## src/rtl/nanov_regfile_pkg.sv

```systemverilog
// Shared constants and elaboration helpers for the nanoV digit-serial register file.
package nanov_regfile_pkg;

   localparam int unsigned XLEN_DEF    = 32;
   localparam int unsigned NREGS_RV32E = 16;
   localparam int unsigned NREGS_RV32I = 32;

   function automatic int unsigned clog2(input int unsigned value);
      int unsigned result;
      result = 0;
      for (int unsigned i = 0; i < 32; i++) begin
         if ((32'd1 << i) < value) result = i + 1;
      end
      return result;
   endfunction

   // DIGIT must be a power of two no wider than a byte and must tile XLEN exactly.
   function automatic bit digit_legal(input int unsigned digit, input int unsigned xlen);
      if (!(digit == 1 || digit == 2 || digit == 4 || digit == 8)) return 1'b0;
      return (xlen >= digit) && ((xlen % digit) == 0);
   endfunction

endpackage

```

## src/rtl/nanov_serial_word.sv

```systemverilog
// One XLEN-bit register rotating right by DIGIT bits per unstalled clock, LSB digit first.
module nanov_serial_word #(
   parameter int unsigned XLEN        = 32,
   parameter int unsigned DIGIT       = 1,
   parameter bit          RESET_CLEAR = 1'b1
) (
   input  logic             clk,
   input  logic             rst,
   input  logic             stall,
   input  logic             wr_sel,
   input  logic [DIGIT-1:0] wr_data,
   output logic [DIGIT-1:0] cur_digit
);

   logic [XLEN-1:0]  word_q;
   logic [XLEN-1:0]  word_d;
   logic [DIGIT-1:0] inject;

   // The outgoing digit re-enters at the MSB end unless a write replaces it.
   assign inject = wr_sel ? wr_data : word_q[DIGIT-1:0];

   if (XLEN > DIGIT) begin : g_rot
      assign word_d = {inject, word_q[XLEN-1:DIGIT]};
   end else begin : g_single
      assign word_d = inject;
   end

   always_ff @(posedge clk) begin
      if (rst) begin
         if (RESET_CLEAR) word_q <= '0;
      end else if (!stall) begin
         word_q <= word_d;
      end
   end

   assign cur_digit = word_q[DIGIT-1:0];

endmodule

```

## src/rtl/nanov_serial_regfile.sv

```systemverilog
// Digit-serial register file: x0 reads zero, two read ports, one write port, forwarding, stall.
module nanov_serial_regfile
   import nanov_regfile_pkg::*;
#(
   parameter int unsigned  XLEN        = XLEN_DEF,
   parameter int unsigned  NREGS       = NREGS_RV32E,
   parameter int unsigned  DIGIT       = 1,
   parameter bit           RESET_CLEAR = 1'b1,
   localparam int unsigned AW          = clog2(NREGS),
   localparam int unsigned NDIG        = XLEN / DIGIT,
   localparam int unsigned PW          = (clog2(NDIG) > 1) ? clog2(NDIG) : 1
) (
   input  logic             clk,
   input  logic             rst,
   input  logic             stall,
   input  logic [AW-1:0]    rs1_addr,
   input  logic [AW-1:0]    rs2_addr,
   input  logic [AW-1:0]    rd_addr,
   input  logic             wr_en,
   input  logic [DIGIT-1:0] wr_data,
   input  logic             fwd_en,
   output logic [DIGIT-1:0] rs1_data,
   output logic [DIGIT-1:0] rs2_data,
   output logic [PW-1:0]    digit_pos,
   output logic             word_start
);

   logic [PW-1:0]    pos_q;
   logic [DIGIT-1:0] cur [1:NREGS-1];
   logic [DIGIT-1:0] rs1_mem;
   logic [DIGIT-1:0] rs2_mem;
   logic             fwd1;
   logic             fwd2;

   if (!digit_legal(DIGIT, XLEN)) begin : g_bad_digit
      $fatal(1, "nanov_serial_regfile: DIGIT must be 1, 2, 4 or 8 and divide XLEN");
   end

   always_ff @(posedge clk) begin
      if (rst) begin
         pos_q <= '0;
      end else if (!stall) begin
         pos_q <= (pos_q == PW'(NDIG - 1)) ? '0 : pos_q + 1'b1;
      end
   end

   // x0 has no storage; indices at or above NREGS never match a word.
   for (genvar i = 1; i < NREGS; i++) begin : g_word
      nanov_serial_word #(
         .XLEN        (XLEN),
         .DIGIT       (DIGIT),
         .RESET_CLEAR (RESET_CLEAR)
      ) u_word (
         .clk       (clk),
         .rst       (rst),
         .stall     (stall),
         .wr_sel    (wr_en && !stall && (rd_addr == AW'(i))),
         .wr_data   (wr_data),
         .cur_digit (cur[i])
      );
   end

   always_comb begin
      rs1_mem = '0;
      rs2_mem = '0;
      for (int unsigned i = 1; i < NREGS; i++) begin
         if (rs1_addr == AW'(i)) rs1_mem = cur[i];
         if (rs2_addr == AW'(i)) rs2_mem = cur[i];
      end
   end

   always_comb begin
      fwd1       = fwd_en && wr_en && (rd_addr != '0) && (rs1_addr == rd_addr);
      fwd2       = fwd_en && wr_en && (rd_addr != '0) && (rs2_addr == rd_addr);
      rs1_data   = fwd1 ? wr_data : rs1_mem;
      rs2_data   = fwd2 ? wr_data : rs2_mem;
      digit_pos  = pos_q;
      word_start = (pos_q == '0);
   end

endmodule

```

## config.mk

```make
export PLATFORM = sky130hd
export DESIGN_NAME = nanov_serial_regfile
export DESIGN_NICKNAME = d
export VERILOG_FILES = /design/src/rtl/nanov_regfile_pkg.sv /design/src/rtl/nanov_serial_word.sv /design/src/rtl/nanov_serial_regfile.sv
export SDC_FILE = /design/constraint.sdc
export NUM_CORES = 1
export LEC_CHECK = 0
export BUFFER_PORTS_ARGS = -buffer_cell sky130_fd_sc_hd__buf_2
export CAP_MARGIN = 20
export CORE_MARGIN = 1.5
export CORE_UTILIZATION = 29
export CTS_CLUSTER_SIZE = 30
export DETAILED_ROUTE_END_ITERATION = 12
export PLACE_DENSITY_LB_ADDON = 0.05
export SYNTH_ARGS = -nofsm -noshare
export SYNTH_HDL_FRONTEND = slang
export SYNTH_SLANG_ARGS = --single-unit
```

## constraint.sdc

```tcl
create_clock -name clk -period 2.6 [get_ports clk]
set_input_delay 0.13 -clock clk [delete_from_list [all_inputs] [get_ports clk]]
set_output_delay 0.13 -clock clk [all_outputs]
set_load 0.02 [all_outputs]
```

==> impl_metrics.csv <==
group,metric,value,unit
status,status,"finished, final reports clean",
yosys,synth_warnings,0,
pwr,ir_drop,451.6,uV
yosys,synth_nets,1702,
placement,dp_cells,2380,
flow_run,cap_violations,0,
die,die_area,62390,um^2
cts,clk_pin_slew,60,ps
die,num_io_pins,26,
grt,grt_max_degree,110,
routing,wire_per_inst,13.17,um
grt,globalRouteMet2Util,15.05,%
yosys,synth.area.top_cells,"dfxtp_1, mux2i_1, nor2_1",
sta,setup_ws,225.9,ps
grt,gr-total-overflow,0,
setup_path,arrival,2240,ps
cts,cts_max_level,2,
yosys,synth-seq-cells,485,
yosys,syn_area,17660,um^2
sta,hold_viol,0,
die,die_h,249.8,um
yosys,ys_types,36,
setup_path,cp_slowest_cell,"mux4_2",
routing,routed_wl,32.69,mm
cts,cts_max_path_buffers,3,
cts,cts_tree,"done",
sta,max_slew_margin,38.79,%
pwr,power_switching,3.483,mW
cts,cts_resized,0,
pwr,clkPwrFrac,49.4,%
yosys,synth_area_per_cell,10.51,um^2
finish,fin_cells,2481,
grt,antenna_found_initial,7,
setup_path,path_cells,"mux4_2 -> nand2b_1 -> o211a_1 -> o31a_1 -> buf_2",
sta,setup_tns,0,ps
setup_path,cp.required,2470,ps
placement,dp.final_hpwl,18.09,mm
yosys,synth_area_leader_cell,"dfxtp_1",
setup_path,cp_max_fo,4,
sta,setup_viol,0,
sta,max_freq,0.4212,GHz
setup_path,crit_family,"multiplexers",
die,coreArea,60250,um^2
finish,fillers,6099,
cts,post_cts_buffers,0,
setup_path,critPathMaxStageDelay,480,ps
placement,port_buffers,25,
die,rows,90,
cts,cts-root-buf,"clkbuf_16",
finish,drive_above_1_share,7.656,%
cts,cts.sinks,485,
routing,drc,0,
finish,area_delta_synth_final,15.34,%
sta,period_needed,2374,ps
grt,use_met1,14.60,%
setup_path,worstSetupEndpointType,"output pin",
pwr,power_density,786.8,nW/um^2
pwr,power,16.03,mW
cts,numCtsBuffers,56,
setup_path,path_buf_inv,1,
routing,initialDrtViolationCount,605,
pwr,leakagePower,8.790,nW
placement,place_ws,759.4,ps
routing,vias,10840,
worst_hold_path,hold_class,"in2reg",
sta,finClkSkew,26.53,ps
pwr,power_frac_seq,46.7,%
setup_path,crit_type,"reg2out",
sta,worst_pin_slew,917.2,ps
grt,grt_first_pass_wirelength,54.36,mm
grt,top_usage_layer,"met2",
sta,rsz0062_at_grt,"no",
placement,gp_congestion,0.7548,
pwr,power_switching_share,21.73,%
cts,insertion_delay,610,ps
routing,postRouteAntennaNets,0,
setup_path,critPathLaunchType,"register",
die,die_w,249.8,um
pwr,p_comb_share,4.0,%
sta,fin_crit_sh,91.31,%
grt,grt_use_met3,3.171,%
finish,postLayoutCoreUtil,33.82,%
routing,first_pass_iters,4,
yosys,syn_inst,1681,
sta,maxSlewViolCount,0,
die,initial_core_util,29.32,%
grt,grt_use_total,10.45,%
routing,viasPerCell,4.370,
yosys,yosysSeqAreaShare,54.97,%
yosys,yosysTopAreaCellShare,54.97,%
finish,nets,1679,
grt,grt_pass1_vias,10210,
cts,hold_buffers,2,
pwr,p_int,12.55,mW
[cells in the final DEF (no fill, tap or decap), types with 3 or more instances in the layout]
master	count
nor3_1	3
nand4_1	3
a311oi_1	9
o21ai_0	5
nand2_1	20
nor2b_1	3
buf_12	10
nand3_1	14
clkbuf_1	12
buf_4	4
mux2i_1	476
mux4_2	4
ha_1	3
bufinv_16	4
xnor2_1	8
dfxtp_1	485
inv_1	7
buf_2	23
clkbuf_8	18
clkinv_2	3
o211a_1	4
nor2_1	487
a211oi_1	6
a21oi_1	3
clkbuf_16	56
[path summary, 6_finish.rpt]
| kind | startpoint | end | slack [ps] | cells after the start |
|---|---|---|---|---|
| worst min register to register | g_word[6].u_word.word_q[11]$_SDFFE_PP0N_ | g_word[6].u_word.word_q[10]$_SDFFE_PP0N_ | 470 | 2 |
| worst max-delay path | g_word[11].u_word.word_q[0]$_SDFFE_PP0N_ | rs1_data | 230 | 5 |
| worst min-delay path | stall | g_word[13].u_word.word_q[17]$_SDFFE_PP0N_ | 40 | 3 |
| worst max register to register | digit_pos[0]$_SDFFE_PP0N_ | digit_pos[3]$_SDFFE_PP0N_ | 1070 | 6 |
[power by group through the flow]
stage | registers (mW) | clock network, mW | logic, mW
after floorplan | 7.64 | 0 | 0.506
after global placement | 7.64 | 0 | 0.644
after detailed placement | 7.64 | 0 | 0.647
after CTS | 7.48 | 8.29 | 0.651
after global routing | 7.48 | 8.57 | 0.691
final | 7.48 | 7.91 | 0.637
[layer usage]
layer | routed length (um) | vias up
met5 | 61 | -
met4 | 894 | 12
met3 | 1675 | 78
met2 | 13180 | 120
met1 | 16870 | 5031
li1 | - | 5600
[cell families after synthesis]
kind of cell | synth area share (%)
flip-flops | 54.97
AND/OR/NAND/NOR | 12.07
multiplexers | 27.78
buffers and inverters | 3.230
adder cells (fa/ha/maj) | 0.2125
AO/OA/AOI/OAI | 1.332
XOR/XNOR | 0.3967
[through the flow]
| step | cell area, um^2 | hold WS (ps) |
|---|---|---|
| global placement | 18470 | 468.2 |
| detailed placement | 18470 | 479.0 |
| CTS | 20370 | 10.87 |
| finish | 20370 | 41.48 |
| global route | 20370 | 37.61 |
| floorplan | 17660 | 460.1 |
[flip-flops by register name, indices dropped and copies added, names as in the netlist]
name	count
digit_pos	5
g_word.u_word.word_q	480
[cell usage after synthesis (all sizes together)]
library cell and n:
nor2 487, dfxtp 485, mux2i 476, clkbuf 66, buf 56, nand2 20, nand3 14, a311oi 9
xnor2 8, inv 7, a211oi 6, mux4 6, o21ai 5, o211a 4, a21oi 3, ha 3
nand4 3, nor2b 3, nor3 3, nand2b 2, nor4b 2, nor4bb 2, o31a 2, or3 2
a22oi 1, a31oi 1, and2b 1, and3 1, nand3b 1, nand4b 1, or4 1
[area by class of cell]
type	instances	area (um^2)	share of cell area [%]
Antenna cell	1	2.502	0.01228
Clock buffer	86	1694	8.316
Clock inverter	12	183.9	0.9028
Inverter	7	26.28	0.1290
Multi-Input combinational cell	1067	7382	36.24
Sequential cell	485	9709	47.66
Tap cell	782	978.4	4.803
Timing Repair Buffer	41	395.4	1.941
[tightest hold or removal path, cell delays in order]
cell and delay, ps:
buf_8 220, mux2i_1 170, nor2_1 70
Note: power is estimated with default switching activity, not from simulation.
